**src/rtl/fifo_read_ctrl.sv**
```systemverilog
// fifo_read_ctrl
//
// Purpose:
//   Read-side controller that pulls bytes out of a FIFO and presents them to
//   an I2C transmit shifter, one transfer of length_i bytes per start_i.
//
// Optional feature:
//   FIFO_RD_UNDERRUN_DETECT_EN - when defined, underrun_o becomes a sticky
//   flag set while the controller waits in LOAD on an empty FIFO. Cleared by
//   reset or by an accepted start_i. When undefined, underrun_o is tied to 0.
//
// Ports:
//   read_clock_i     in   read-domain clock (rising edge)
//   read_reset_i     in   synchronous active-high reset
//   start_i          in   single-cycle transfer request (IDLE only)
//   length_i         in   byte count, sampled with an accepted start_i
//   abort_i          in   cancels the current transfer, highest priority after reset
//   fifo_data_i      in   FIFO head word, valid while fifo_empty_i is 0
//   fifo_empty_i     in   FIFO empty flag
//   fifo_read_inc_o  out  pops the FIFO head in the cycle it is high
//   tx_data_o        out  byte presented to the shifter
//   tx_valid_o       out  tx_data_o is valid
//   tx_ready_i       in   shifter ready
//   busy_o           out  controller not IDLE
//   done_o           out  one-cycle completion pulse
//   remaining_o      out  bytes not yet accepted by the shifter
//   underrun_o       out  sticky FIFO starvation flag (see above)
//   debug_state_o    out  current FSM state encoding (IDLE=0 LOAD=1 PRESENT=2 DONE=3)
//
// Handshake: a byte moves when tx_valid_o and tx_ready_i are both high at a
// rising edge; tx_data_o is held stable while tx_valid_o is high and
// tx_ready_i is low.

module fifo_read_ctrl #(
  parameter int data_size  = 8,
  parameter int count_size = 8
) (
  input  logic                  read_clock_i,
  input  logic                  read_reset_i,
  input  logic                  start_i,
  input  logic [count_size-1:0] length_i,
  input  logic                  abort_i,
  input  logic [data_size-1:0]  fifo_data_i,
  input  logic                  fifo_empty_i,
  output logic                  fifo_read_inc_o,
  output logic [data_size-1:0]  tx_data_o,
  output logic                  tx_valid_o,
  input  logic                  tx_ready_i,
  output logic                  busy_o,
  output logic                  done_o,
  output logic [count_size-1:0] remaining_o,
  output logic                  underrun_o,
  output logic [1:0]            debug_state_o
);

  typedef enum logic [1:0] {
    IDLE    = 2'd0,
    LOAD    = 2'd1,
    PRESENT = 2'd2,
    DONE    = 2'd3
  } state_t;

  localparam logic [count_size-1:0] ONE_CNT = count_size'(1);

  state_t state, state_next;
  logic   handshake;
  logic   more_left;
  logic   start_accept;
  logic   pop;

  assign handshake    = (state == PRESENT) && tx_ready_i;
  assign more_left    = remaining_o > ONE_CNT;
  assign start_accept = (state == IDLE) && start_i && !abort_i;

  always_comb begin
    state_next = state;
    pop        = 1'b0;
    case (state)
      IDLE: begin
        if (start_i) begin
          state_next = (length_i == '0) ? DONE : LOAD;
        end
      end
      LOAD: begin
        if (!fifo_empty_i) begin
          pop        = 1'b1;
          state_next = PRESENT;
        end
      end
      PRESENT: begin
        if (handshake) begin
          if (!more_left) begin
            // last byte accepted: nothing more to fetch
            state_next = DONE;
          end else if (!fifo_empty_i) begin
            // refill in the same cycle for back-to-back bytes
            pop = 1'b1;
          end else begin
            state_next = LOAD;
          end
        end
      end
      DONE: begin
        state_next = IDLE;
      end
      default: begin
        state_next = IDLE;
      end
    endcase
    // abort overrides every transition and suppresses the pop
    if (abort_i) begin
      state_next = IDLE;
      pop        = 1'b0;
    end
    if (read_reset_i) begin
      pop = 1'b0;
    end
  end

  always_ff @(posedge read_clock_i) begin
    if (read_reset_i) begin
      state       <= IDLE;
      tx_data_o   <= '0;
      remaining_o <= '0;
    end else begin
      state <= state_next;
      if (pop) begin
        tx_data_o <= fifo_data_i;
      end
      if (abort_i) begin
        remaining_o <= '0;
      end else if (start_accept) begin
        remaining_o <= length_i;
      end else if (handshake) begin
        remaining_o <= remaining_o - ONE_CNT;
      end
    end
  end

`ifdef FIFO_RD_UNDERRUN_DETECT_EN
  always_ff @(posedge read_clock_i) begin
    if (read_reset_i) begin
      underrun_o <= 1'b0;
    end else if (start_accept) begin
      underrun_o <= 1'b0;
    end else if ((state == LOAD) && fifo_empty_i) begin
      underrun_o <= 1'b1;
    end
  end
`else
  assign underrun_o = 1'b0;
`endif

  assign fifo_read_inc_o = pop;
  assign tx_valid_o      = (state == PRESENT);
  assign busy_o          = (state != IDLE);
  assign done_o          = (state == DONE);
  assign debug_state_o   = state;

endmodule

```
**config.mk**
```make
export PLATFORM = sky130hd
export DESIGN_NAME = fifo_read_ctrl
export DESIGN_NICKNAME = d
export VERILOG_FILES = /design/src/rtl/fifo_read_ctrl.sv
export SDC_FILE = /design/constraint.sdc
export NUM_CORES = 1
export LEC_CHECK = 0
export CAP_MARGIN = 40
export CELL_PAD_IN_SITES_DETAIL_PLACEMENT = 1
export CELL_PAD_IN_SITES_GLOBAL_PLACEMENT = 2
export CORE_ASPECT_RATIO = 1.1
export CORE_MARGIN = 5
export CORE_UTILIZATION = 23
export CTS_CLUSTER_DIAMETER = 60
export DETAILED_ROUTE_END_ITERATION = 10
export GPL_ROUTABILITY_DRIVEN = 0
export GPL_TIMING_DRIVEN = 0
export PLACE_DENSITY_LB_ADDON = 0.08
export SYNTH_ARGS = -nofsm -noshare
export SYNTH_HDL_FRONTEND = slang
export SYNTH_SLANG_ARGS = --single-unit
```
**constraint.sdc**
```tcl
create_clock -name read_clock_i -period 2 [get_ports read_clock_i]
set_clock_uncertainty 0.1 [all_clocks]
set_input_delay 0.3 -clock read_clock_i [delete_from_list [all_inputs] [get_ports read_clock_i]]
set_output_delay 0.3 -clock read_clock_i [all_outputs]
set_load 0.005 [all_outputs]
```
# After elaboration in Yosys (flattened, before gate mapping)
# Index checks and enable logic that the tools add are counted.
dict set report word_totals {
  output_inout_bits 23
  reg_bits 18
  input_bits 22
  latch_bits 0
  n_memories 0
  ramBits 0
  mem_bits_ro 0
}
dict set report classes {
  shift 0
  n_mul 0
  n_eq_ne 7
  bitwise 0
  order_cmp 1
  n_mux 15
  div_mod_pow 0
  reduce_logical 10
  add_sub_neg 1
}
# cell count
set op_table {}
lappend op_table {{$mux 8} 2}
lappend op_table {{$mux 2} 6}
lappend op_table {{$gt 8x1->1 const B} 1}
lappend op_table {{$logic_not 8->1} 1}
lappend op_table {{$pmux 2 s4} 1}
lappend op_table {{$sub 8x1->8 const B} 1}
lappend op_table {{$mux 1} 5}
lappend op_table {{$eq 2x2->1 const B} 2}
lappend op_table {{$ne 2x2->1 const B} 2}
lappend op_table {{$reduce_and 4->1} 1}
lappend op_table {{$reduce_bool 2->1} 2}
lappend op_table {{$logic_and 1x1->1} 3}
lappend op_table {{$ne 3x3->1 const B} 1}
lappend op_table {{$eq 2x1->1 const B} 1}
lappend op_table {{$logic_not 2->1} 1}
lappend op_table {{$ne 2x1->1 const B} 1}
lappend op_table {{$pmux 1 s2} 1}
lappend op_table {{$reduce_or 2->1} 1}
lappend op_table {{$logic_not 1->1} 1}

# Longest topological paths before layout
# Gate-level depths: netlist of the first run.
dict set report logic_depth {
  ltp_word 6
  mapped_depth 8
  mapped_depth_nobuf 6
}

# Worst setup path before layout of the first run
# OpenSTA, ideal clock, no wires.
dict set report synth_timing {
  kind {flip-flop to flip-flop}
  start {reg remaining_o[0]}
  end {reg tx_data_o[0]}
  path_stages_with_launch 7
  n_path_buf 0
  arrival_ps 1635
  slack_ps 141
  required_ps 1777
  cell_sequence {dfxtp_1 > inv_1 > ha_1 > or2_2 > a31oi_1 > o21ai_4 > mux2_1}
}
dict set report synth_between {
  elab_chain_len 6
}
# element line_no
set synth_rtl {}
lappend synth_rtl {{start: declaration} 51} ;# output logic [count_size-1:0] remaining_o,
lappend synth_rtl {{start signal: assignment} 133} ;# remaining_o <= length_i;
lappend synth_rtl {{start signal: assignment} 135} ;# remaining_o <= remaining_o - ONE_CNT;
lappend synth_rtl {{$gt 8x1->1} 72} ;# assign more_left = remaining_o > ONE_CNT;
lappend synth_rtl {{$mux 1} 92} ;# if (!more_left) begin
lappend synth_rtl {{$mux 1} 91} ;# if (handshake) begin
lappend synth_rtl {{$pmux 1 s2} 78} ;# case (state)
lappend synth_rtl {{$mux 1} 111} ;# if (abort_i) begin
lappend synth_rtl {{$mux 1} 115} ;# if (read_reset_i) begin
lappend synth_rtl {{end signal: assignment} 128} ;# tx_data_o <= fifo_data_i;
lappend synth_rtl {{end: declaration} 46} ;# output logic [data_size-1:0] tx_data_o,
# Every way passes these cells.
# A chain may end at the register's enable or synchronous reset.

# Final worst setup path of the first run
dict set report layout_timing {
  start {reg remaining_o[1]}
  end {out fifo_read_inc_o}
}
dict set report layout_between {
  elab_chain_len 6
}
# element line_no
set layout_rtl {}
lappend layout_rtl {{$gt 8x1->1} 72}
lappend layout_rtl {{$mux 1} 92}
lappend layout_rtl {{$mux 1} 91}
lappend layout_rtl {{$pmux 1 s2} 78}
lappend layout_rtl {{$mux 1} 111}
lappend layout_rtl {{$mux 1} 115}
lappend layout_rtl {{end: declaration} 45} ;# output logic fifo_read_inc_o,
# Every way passes these cells.

==> summary.md, run 1 <==
| Metric | Value |
|---|---|
| Crit path largest cell delay | `0.34 ns` |
| TritonCTS Buffers | `3` |
| Non-Filler Instances | `217` |
| Worst-Skew Late Latency | `0.27 ns` |
| Fin. Hold Viols | `0` |
| First-pass GRT wire length | `~5.2 mm` |
| Worst Setup SP | `remaining_o[1]` |
| Worst Slack Setup Final | `0.0694 ns` |
| Measured slew at the worst slew-check pin | `0.545 ns` |
| Die Y | `80.4 um` |
| Post-Route WL | `3.26 mm` |
| Status | `finished clean` |
| Clock Path Buffers | `2` |
| Post-detail-place hpwl | `2.48 mm` |
| Fin util | `0.393` |
| Cell area power density | `roughly 530 nW/um2` |
| Worst-path fanout max | `3` |
| Reg clk slew, reported paths | `0.08 ns` |
| Final setup violation count | `0` |
| Setup crit start kind | `flip-flop` |
| Post-Synthesis Net Count | `140` |
| Max Transition Viols Final | `0` |
| IO Port Bufs | `43` |
| Seq/Total Area, Yosys | `0.348` |
| Core area | `4320 um2` |
| Mean routed wirelength per cell | `around 15 um` |
| Hold slack | `0.435 ns` |
| Top delay family on crit path | `flip-flops` |
| Inst Count DP | `approximately 210` |
| Buf/Inv on CP | `3` |
| All-Layer GR Usage | `0.117` |
| Largest net degree at the start of global routing | `11` |
| Initial DRC Count | `22` |
| Yosys reg bits | `18` |
| # diodes | `0` |
| Worst setup EP type | `output port` |
| Final Critical Period | `around 1.9 ns` |
| Crit path required time | `between 1.5 and 2 ns` |
| IO Count | `45` |
| FFs w/ async S/R, synth | `0` |
| Critical path's slowest cell | `dfxtp_2` |
| Num rows | `25` |
| Initial core utilization | `0.240` |
| Worst R2R Start | `remaining_o[1]` |
| Final instance area | `1700 um2` |
| Worst VDD drop | `201 uV` |
| CTS H-Tree Depth | `1` |
| Hold_sp | `remaining_o[2]` |
| Setup CP Type | `reg -> out` |
| Hold Path Class | `reg -> reg` |
| Ys Warns | `0` |
| Number of global-route vias before repair | `~1.1k` |
| Initial antenna violation count | `0` |
| DP Worst Slack | `-0.757 ns` |
| Vias per inst | `approximately 4.5` |
| Worst Path Arrival | `~1.5 ns` |
| Static leakage | `0.663 nW` |
| Tot Pwr | `0.900 mW` |
| Share of cells above drive strength 1 | `0.209` |
| Layout Area Growth over Synthesis | `63.6%` |
| Cell-by-cell trace of the critical path | `inv_2, ha_1, or2_4, a31oi_4, o21ai_4, inv_1, buf_2` |
| Fin nets | `193` |
| Number of clock sinks | `18` |
| Remaining antenna violation count after routing | `0` |
| CTS tree | `built` |
| Die X | `74.0 um` |
| Max-cap check violation count | `0` |
| Cells after synthesis | `111` |
| Hold buffers post-CTS | `0` |
| Synth Area per Inst | `9.33 um2` |
| Number of synthesized flops with an enable pin | `0` |
| Period utilization | `0.965` |
| # DRC | `0` |
| Ys flop type | `dfxtp_1` |
| Most common library cell in the layout ignoring fill and taps | `clkdlybuf4s50_1` |
| Max Freq | `slightly above 0.5 GHz` |
| Commonest cells after routing, fill and taps aside | `clkdlybuf4s50_1, dfxtp_1, nor2_1` |
| Netlist cell types | `34` |
| Vias | `987` |
| Grt ovf | `0` |
| Setup TNS | `0 ns` |
| Post-synthesis cell area | `a little over 1000 um2` |
| Slew Limit Headroom | `0.636` |
| CTS Root Cell | `clkbuf_8` |
| Die footprint | `5950 um2` |
| DP Area | `1530 um2` |
| Pre-Repair DR Iteration Count | `2` |
## sequential cells by signal (all words and copies together) (netlist names)
register       count
tx_data_o          8
debug_state_o      2
remaining_o        8
## what timing repair did
action                     4_1_cts  5_1_grt
setup endpoints to repair       18        9
resized for setup               21        5
buffers inserted                 5        1
pin swaps                        4        4
## power breakdown
part	switching, mW	internal [mW]
Sequential	0.0150	0.369
Combinational	0.0853	0.118
Clock	0.138	0.175
Total	0.238	0.662
## layout make-up
cell class | count | area [um2]
repair buffers | 49 | 469
flip-flops and latches | 18 | 370
clock buffers | 4 | 55.1
multi-input cells | 81 | 684
inverters | 8 | 30.0
fillers | 498 | 2620
well taps | 54 | 67.6
plain buffers | 3 | 18.8
## per-layer routing
layer / track usage / share of wire / up-vias
li1: - / - / 492
met1: 0.145 / 0.45 / 456
met2: 0.190 / 0.47 / 33
met3: 0.0288 / 0.058 / 6
met4: 0.0489 / 0.015 / 0
met5: 0 / 0 / -
## worst register-to-register path: stages (launching register included)
cell,delay (ns)
dfxtp_2,0.34
inv_2,0.06
ha_1,0.18
or2_4,0.26
buf_4,0.14
a311o_1,0.38
o211a_1,0.12
a211oi_1,0.20
## synthesized netlist by cell type (all sizes together), types with 2 or more instances
cell type,n,area share
a21oi,2,0.0097
nor3,3,0.014
ha,7,0.085
mux2,8,0.087
a211oi,7,0.051
and2b,2,0.014
nor4,3,0.033
nor2b,7,0.042
inv,8,0.029
xor2,3,0.025
nand4b,2,0.017
or2,2,0.012
nand2,3,0.011
xnor2,3,0.025
dfxtp,18,0.35
nand3,3,0.014
nor2,12,0.043
clkbuf,3,0.011
mux2i,2,0.019
## kinds of logic (layout without fill, tap and decap cells)
logic type / count (synthesis) / in the layout / synth area share
XOR/XNOR: 6 / 6 / 0.0507
adder cells (fa/ha/maj): 7 / 7 / 0.0845
AO/OA/AOI/OAI: 17 / 17 / 0.136
other: 1 / 1 / 0.00362
AND/OR/NAND/NOR: 40 / 40 / 0.223
flip-flops: 18 / 18 / 0.348
multiplexers: 10 / 10 / 0.106
buffers and inverters: 12 / 64 / 0.0471
## path summary, 6_finish.rpt
path                            to  slack (ns)  cells past startpoint
hold / removal      remaining_o[2]        0.43                      2
setup / recovery   fifo_read_inc_o        0.07                      7
setup reg to reg  debug_state_o[1]        0.13                      7
hold reg to reg     remaining_o[2]        0.43                      2
Note: power is estimated with default switching activity, not from simulation.
==> run 2: changes to the inputs <==
--- a/config.mk
+++ b/config.mk
@@ -10,11 +10,12 @@
 export CELL_PAD_IN_SITES_GLOBAL_PLACEMENT = 2
 export CORE_ASPECT_RATIO = 1.1
 export CORE_MARGIN = 5
-export CORE_UTILIZATION = 23
+export CORE_UTILIZATION = 25
 export CTS_CLUSTER_DIAMETER = 60
 export DETAILED_ROUTE_END_ITERATION = 10
 export GPL_ROUTABILITY_DRIVEN = 0
 export GPL_TIMING_DRIVEN = 0
+export MAX_ROUTING_LAYER = met4
 export PLACE_DENSITY_LB_ADDON = 0.08
 export SYNTH_ARGS = -nofsm -noshare
 export SYNTH_HDL_FRONTEND = slang
==> constraint.sdc (replaced) <==
create_clock -name read_clock_i -period 2.5 [get_ports read_clock_i]
set_clock_uncertainty 0.1 [all_clocks]
set_input_delay 0.375 -clock read_clock_i [delete_from_list [all_inputs] [get_ports read_clock_i]]
set_output_delay 0.375 -clock read_clock_i [all_outputs]
set_load 0.005 [all_outputs]
==> summary.md, run 2 (synthesis gave the netlist of run 1 again) <==
| Metric | Value |
|---|---|
| Commonest cells after routing, fill and taps aside | `clkdlybuf4s50_1, dfxtp_1, nor2_1` |
| Fin util | `0.415 (+0.0220)` |
| Num rows | `24 (-4.0%)` |
| Static leakage | `0.641 nW (-3.3%)` |
| Max Transition Viols Final | `0 (unchanged)` |
| Clock Path Buffers | `2 (unchanged)` |
| RSZ-0062 raised after global routing | `false` |
| Tot Pwr | `0.705 mW (-22%)` |
| Final Critical Period | `2.41 ns` |
| Setup TNS | `0 ns (unchanged)` |
| Reg clk slew, reported paths | `0.07 ns (about the same)` |
| Number of clock sinks | `18 (unchanged)` |
| Crit path required time | `2.03 ns (+0.43 ns)` |
| Post-Route WL | `3.11 mm (-4.5%)` |
| Worst VDD drop | `158 uV (-21%)` |
| Remaining antenna violation count after routing | `0 (unchanged)` |
| Final setup violation count | `0 (unchanged)` |
| Inst Count DP | `206 (-0.96%)` |
| Number of global-route vias before repair | `1047 (-2.6%)` |
| IO Count | `45 (unchanged)` |
| Share of cells above drive strength 1 | `0.151 (-0.0576)` |
| Fin nets | `189 (-2.1%)` |
| Fillers | `458 (-8.0%)` |
| CTS H-Tree Depth | `1 (unchanged)` |
| Initial core utilization | `0.259 (+0.0194)` |
| Layout Area Growth over Synthesis | `59.9%` |
| Vias per inst | `4.55 (+0.13%)` |
| Period utilization | `0.963` |
| Final instance area | `1660 um2 (-2.3%)` |
| CTS Root Cell | `clkbuf_8` |
| Non-Filler Instances | `211 (-2.8%)` |
| Initial antenna violation count | `0 (unchanged)` |
| Die X | `71.4 um (-3.5%)` |
| Status | `finished clean` |
| Top layer in use | `met4` |
| Core area | `3990 um2 (-7.5%)` |
| Length of routed met2 wiring | `1.54 mm (-0.45%)` |
| Met3 Wirelength | `170 um (-10%)` |
| Pre-Repair DR Iteration Count | `4 (+2)` |
| Reg area | `365 um2 (-1.4%)` |
| Mean routed wirelength per cell | `14.7 um (-1.8%)` |
| Die footprint | `5530 um2 (-7.0%)` |
| Setup CP Type | `in -> out` |
| All-Layer GR Usage | `0.117 (about the same)` |
| TritonCTS Buffers | `3 (unchanged)` |
| DP Area | `1530 um2 (-0.16%)` |
| Die Y | `77.5 um (-3.6%)` |
| Worst Path Arrival | `1.93 ns (+0.40 ns)` |
| Vias | `961 (-2.6%)` |
| Max Freq | `0.416 GHz` |
| Hold buffers post-CTS | `0 (unchanged)` |
| Worst setup EP type | `output port` |
| Met1 wire length | `1.38 mm (-6.5%)` |
| Initial DRC Count | `25 (+14%)` |
| Worst-Skew Late Latency | `0.25 ns (-0.02 ns)` |
| # DRC | `0 (unchanged)` |
| IO Port Bufs | `43 (unchanged)` |
| Fin. Hold Viols | `0 (unchanged)` |
| First-pass GRT wire length | `5.04 mm (-3.4%)` |
| Grt ovf | `0 (unchanged)` |
| Cell area power density | `425 nW/um2 (-20%)` |
| Hold Path Class | `reg -> reg` |
| Max-cap check violation count | `0 (unchanged)` |
| CTS tree | `built` |
| Setup crit start kind | `input pin` |
| Multi-input gate area | `686 um2 (+0.18%)` |
| Most common library cell in the layout ignoring fill and taps | `clkdlybuf4s50_1` |
| # diodes | `0 (unchanged)` |
| Worst-path fanout max | `2 (-1)` |
| Post-detail-place hpwl | `2.47 mm (-0.70%)` |
| Largest net degree at the start of global routing | `11 (unchanged)` |
[run 2: cell count changes in the layout (fill, tap and decap cells not counted), sizes merged]
cell / previous run / this run
buf: 8 / 2
clkbuf: 6 / 7
clkdlybuf4s50: 41 / 42
[run 2: final cells by class]
cell class,instances,area share
buffer,4,0.0113
clock buffer,4,0.0332
inverter,8,0.0181
multi-input combinational,81,0.414
sequential,18,0.221
tap,52,0.0393
timing repair buffer,44,0.264
[run 2: critical path, cell delays in order]
cell	delay (ns)
clkdlybuf4s50_1	0.41
or2_4	0.27
nor3b_4	0.24
o21ai_4	0.09
inv_1	0.06
clkdlybuf4s50_1	0.49
[run 2: what timing repair did]
item,CTS,global route
cloned,0,0
setup endpoints to repair,1,1
gates resized for setup,8,9
buffers inserted,1,0
pin swaps,1,4
[run 2: stage by stage]
step | setup WS, ns | hold slack [ns]
finish | 0.0936 | 0.438
global route | 0.00490 | 0.465
CTS | 0.0104 | 0.446
floorplan | 0.617 | 0.400
global placement | -0.378 | 0.419
detailed placement | -0.416 | 0.431
[run 2: final timing paths]
kind                            cells after the start  slack, ns              from              end
worst min-delay path                                2       0.44    remaining_o[2]   remaining_o[2]
worst min register to register                      2       0.44    remaining_o[2]   remaining_o[2]
worst max-delay path                                6       0.09           abort_i  fifo_read_inc_o
worst max register to register                      8       0.35  debug_state_o[0]   remaining_o[4]
[run 2: routing by layer]
metal  up-vias  track usage
li1        487            -
met1       445        0.136
met2        27        0.199
met3         2       0.0258
met4         0       0.0338
met5         -            -
[run 2: report_power, final]
group / internal, mW / switching, mW / leakage (nW)
registers: 0.296 / 0.0120 / 0.148
logic: 0.0887 / 0.0679 / 0.464
clock network: 0.140 / 0.100 / 0.0288
total: 0.524 / 0.180 / 0.641
==> run 3: changes to the inputs <==
--- a/config.mk
+++ b/config.mk
@@ -5,12 +5,12 @@
 export SDC_FILE = /design/constraint.sdc
 export NUM_CORES = 1
 export LEC_CHECK = 0
+export ABC_AREA = 1
 export CAP_MARGIN = 40
 export CELL_PAD_IN_SITES_DETAIL_PLACEMENT = 1
 export CELL_PAD_IN_SITES_GLOBAL_PLACEMENT = 2
-export CORE_ASPECT_RATIO = 1.1
 export CORE_MARGIN = 5
-export CORE_UTILIZATION = 25
+export CORE_UTILIZATION = 24
 export CTS_CLUSTER_DIAMETER = 60
 export DETAILED_ROUTE_END_ITERATION = 10
 export GPL_ROUTABILITY_DRIVEN = 0
==> summary.md, run 3 <==
| Metric | Value |
|---|---|
| Status | `finished clean` |
| RSZ-0062 raised after global routing | `false` |
| Post-synthesis cell area | `1210 um2 (+17%)` |
| Most common library cell in the layout ignoring fill and taps | `clkdlybuf4s50_1` |
| Non-Filler Instances | `298 (+41%)` |
| Seq/Total Area, Yosys | `0.298 (-0.0494)` |
| Ys Warns | `0 (unchanged)` |
| Int Pwr | `0.523 mW (-0.20%)` |
| Mux cell area share after synthesis | `0 (-0.106)` |
| Worst Slack Setup Final | `0.259 ns (+0.165 ns)` |
| Post-Synth XOR/XNOR Area | `0.0290 (-0.0217)` |
| Num rows | `25 (+4.2%)` |
| Worst-Skew Late Latency | `0.26 ns (about the same)` |
| Cells after synthesis | `182 (+64%)` |
| All-Layer GR Usage | `0.121 (+0.00370)` |
| Top post-synthesis cells by area | `dfxtp_1, nand2_1, inv_1` |
| Setup TNS | `0 ns (unchanged)` |
| Area share of the leading cell type in the synthesized netlist | `0.298 (-0.0494)` |
| # diodes | `0 (unchanged)` |
| Worst Path Arrival | `1.77 ns (-0.16 ns)` |
| Post-detail-place hpwl | `3.06 mm (+24%)` |
| Worst-path fanout max | `10 (+8)` |
| Post-Route WL | `3.72 mm (+19%)` |
| Hold slack | `0.388 ns (-0.0500 ns)` |
| Initial antenna violation count | `0 (unchanged)` |
| Synth Area in Adders | `0.0725 (-0.0120)` |
| FFs w/ async S/R, synth | `0 (unchanged)` |
| CTS Root Cell | `clkbuf_8` |
| Pre-Repair DR Iteration Count | `4 (unchanged)` |
| Fin. Hold Viols | `0 (unchanged)` |
| Synth Area per Inst | `6.63 um2 (-29%)` |
| Die Y | `80.9 um (+4.4%)` |
| Clock Path Buffers | `2 (unchanged)` |
| Initial core utilization | `0.251 (-0.00875)` |
| Crit path required time | `2.03 ns (about the same)` |
| Synth area leader | `dfxtp_1` |
| Complex-gate fraction of the synthesized area | `0.0984 (-0.0380)` |
| Reg clk slew, reported paths | `0.08 ns (about the same)` |
| DP Worst Slack | `-0.320 ns (+0.0969 ns)` |
| Post-Synthesis Net Count | `211 (+51%)` |
| Most frequent cells after synthesis | `nand2_1, inv_1, nor2_1` |
| Share of cells above drive strength 1 | `0.121 (-0.0297)` |
| Core area | `4820 um2 (+21%)` |
| CTS tree | `built` |
| Max Freq | `0.446 GHz (+7.4%)` |
| Netlist cell types | `26 (-24%)` |
| Number of clock sinks | `18 (unchanged)` |
| Max Transition Viols Final | `0 (unchanged)` |
| Grt ovf | `0 (unchanged)` |
| Period utilization | `0.897 (-0.0660)` |
| Top-count cell post-synth | `nand2_1` |
| Setup crit start kind | `input pin` |
| Logic gate share of total power | `0.254 (+0.032)` |
| Static leakage | `0.835 nW (+30%)` |
| Reg power frac | `0.406 (-0.031)` |
| Final setup violation count | `0 (unchanged)` |
| Vias per inst | `4.25 (-6.6%)` |
| Ys flop type | `dfxtp_1` |
| Die X | `80.9 um (+13%)` |
| CTS H-Tree Depth | `1 (unchanged)` |
| IO Count | `45 (unchanged)` |
| Number of synthesized flops with an enable pin | `0 (unchanged)` |
| Largest family of logic cells by synthesized area | `simple AND/OR/NAND/NOR gates` |
| Mean routed wirelength per cell | `12.5 um (-15%)` |
| Net Sw Frac | `0.293 (+0.0378)` |
| Final Critical Period | `2.24 ns (-0.165 ns)` |
| Remaining antenna violation count after routing | `0 (unchanged)` |
| Setup CP Type | `in -> out` |
| Worst VDD drop | `176 uV (+11%)` |
| Final instance area | `1800 um2 (+8.4%)` |
| Max-cap check violation count | `0 (unchanged)` |
| Number of global-route vias before repair | `1332 (+27%)` |
| Inst Count DP | `292 (+42%)` |
| Initial DRC Count | `30 (+20%)` |
| Worst setup EP type | `output port` |
| First-pass GRT wire length | `6.10 mm (+21%)` |
| Cell area power density | `413 nW/um2 (-3.0%)` |
| DP Area | `1720 um2 (+12%)` |
| Yosys reg bits | `18 (unchanged)` |
| Vias | `1267 (+32%)` |
| # DRC | `0 (unchanged)` |
| Die footprint | `6550 um2 (+18%)` |
| Hold Path Class | `reg -> reg` |
| Hold buffers post-CTS | `0 (unchanged)` |
| Largest net degree at the start of global routing | `11 (unchanged)` |
| Layout Area Growth over Synthesis | `48.7%` |
| Fin nets | `261 (+38%)` |
| TritonCTS Buffers | `3 (unchanged)` |
| NetSw | `0.217 mW (+21%)` |
| IO Port Bufs | `43 (unchanged)` |
| Clock share of power | `0.340 (about the same)` |
| Commonest cells after routing, fill and taps aside | `clkdlybuf4s50_1, nand2_1, inv_1` |
| Post-Synth Simple-Gate Area | `0.368 (+0.144)` |
## run 3: cell types whose count changed after synthesis, moves of 5 or more
| cell | previous run | this run |
|---|---|---|
| a211oi_1 | 7 | 0 |
| a21oi_1 | 2 | 11 |
| inv_1 | 8 | 29 |
| inv_2 | 0 | 5 |
| nand2_1 | 3 | 38 |
| nand3_1 | 3 | 14 |
| nor2_1 | 12 | 26 |
| nor2b_1 | 7 | 0 |
| o21ai_0 | 0 | 6 |
## run 3: repair_timing
item                                    CTS  global route
hold endpoints to repair                  0             0
endpoints found under the setup margin    1             0
resized for setup                         5             0
setup buffers                             2             0
## run 3: worst paths after layout
check,cells past startpoint,slack [ns],from,endpoint
setup / recovery,7,0.26,read_reset_i,fifo_read_inc_o
hold / removal,2,0.39,tx_data_o[5],tx_data_o[5]
setup reg to reg,10,0.73,debug_state_o[0],remaining_o[6]
hold reg to reg,2,0.39,tx_data_o[5],tx_data_o[5]
## run 3: area by class of cell
class	instances	area (um2)
inverter	34	128
clock buffer	4	55.1
tap	67	83.8
sequential	18	363
fill	623	3020
multi-input combinational	127	692
buffer	3	30.0
timing repair buffer	45	444
## run 3: per-stage QoR
| step | util | power (mW) |
|---|---|---|
| 5_1_grt | 0.373 | 0.788 |
| 6_report | 0.373 | 0.741 |
| 2_1_floorplan | - | 0.409 |
| 3_5_place_dp | 0.357 | 0.495 |
| 3_3_place_gp | 0.357 | 0.491 |
| 4_1_cts | 0.373 | 0.761 |
## run 3: worst max-delay path: stages
cell	delay, ns
clkdlybuf4s50_1	0.47
nor2_4	0.14
inv_2	0.09
nor2_8	0.13
buf_6	0.15
a21boi_1	0.16
dlygate4sd2_1	0.25
## run 3: power groups by stage
stage,combinational [mW],clock (mW),sequential [mW]
detailed placement,0.187,0,0.307
global placement,0.185,0,0.307
CTS,0.191,0.268,0.301
finish,0.188,0.252,0.301
global route,0.211,0.275,0.302
floorplan,0.102,0,0.307
## run 3: logic make-up after synthesis
| group | count (synthesis) |
|---|---|
| compound gates | 22 |
| flops | 18 |
| other cells | 1 |
| fa+ha+maj | 7 |
| simple gates | 93 |
| xor+xnor | 4 |
| buf+inv | 37 |
## run 3: routing by layer
metal  vias up  routed length, um  track usage
met3         2                132       0.0244
met5         -                  0            -
met4         0                 15       0.0253
met1       585               1860        0.155
met2        22               1710        0.195
li1        658                  -            -
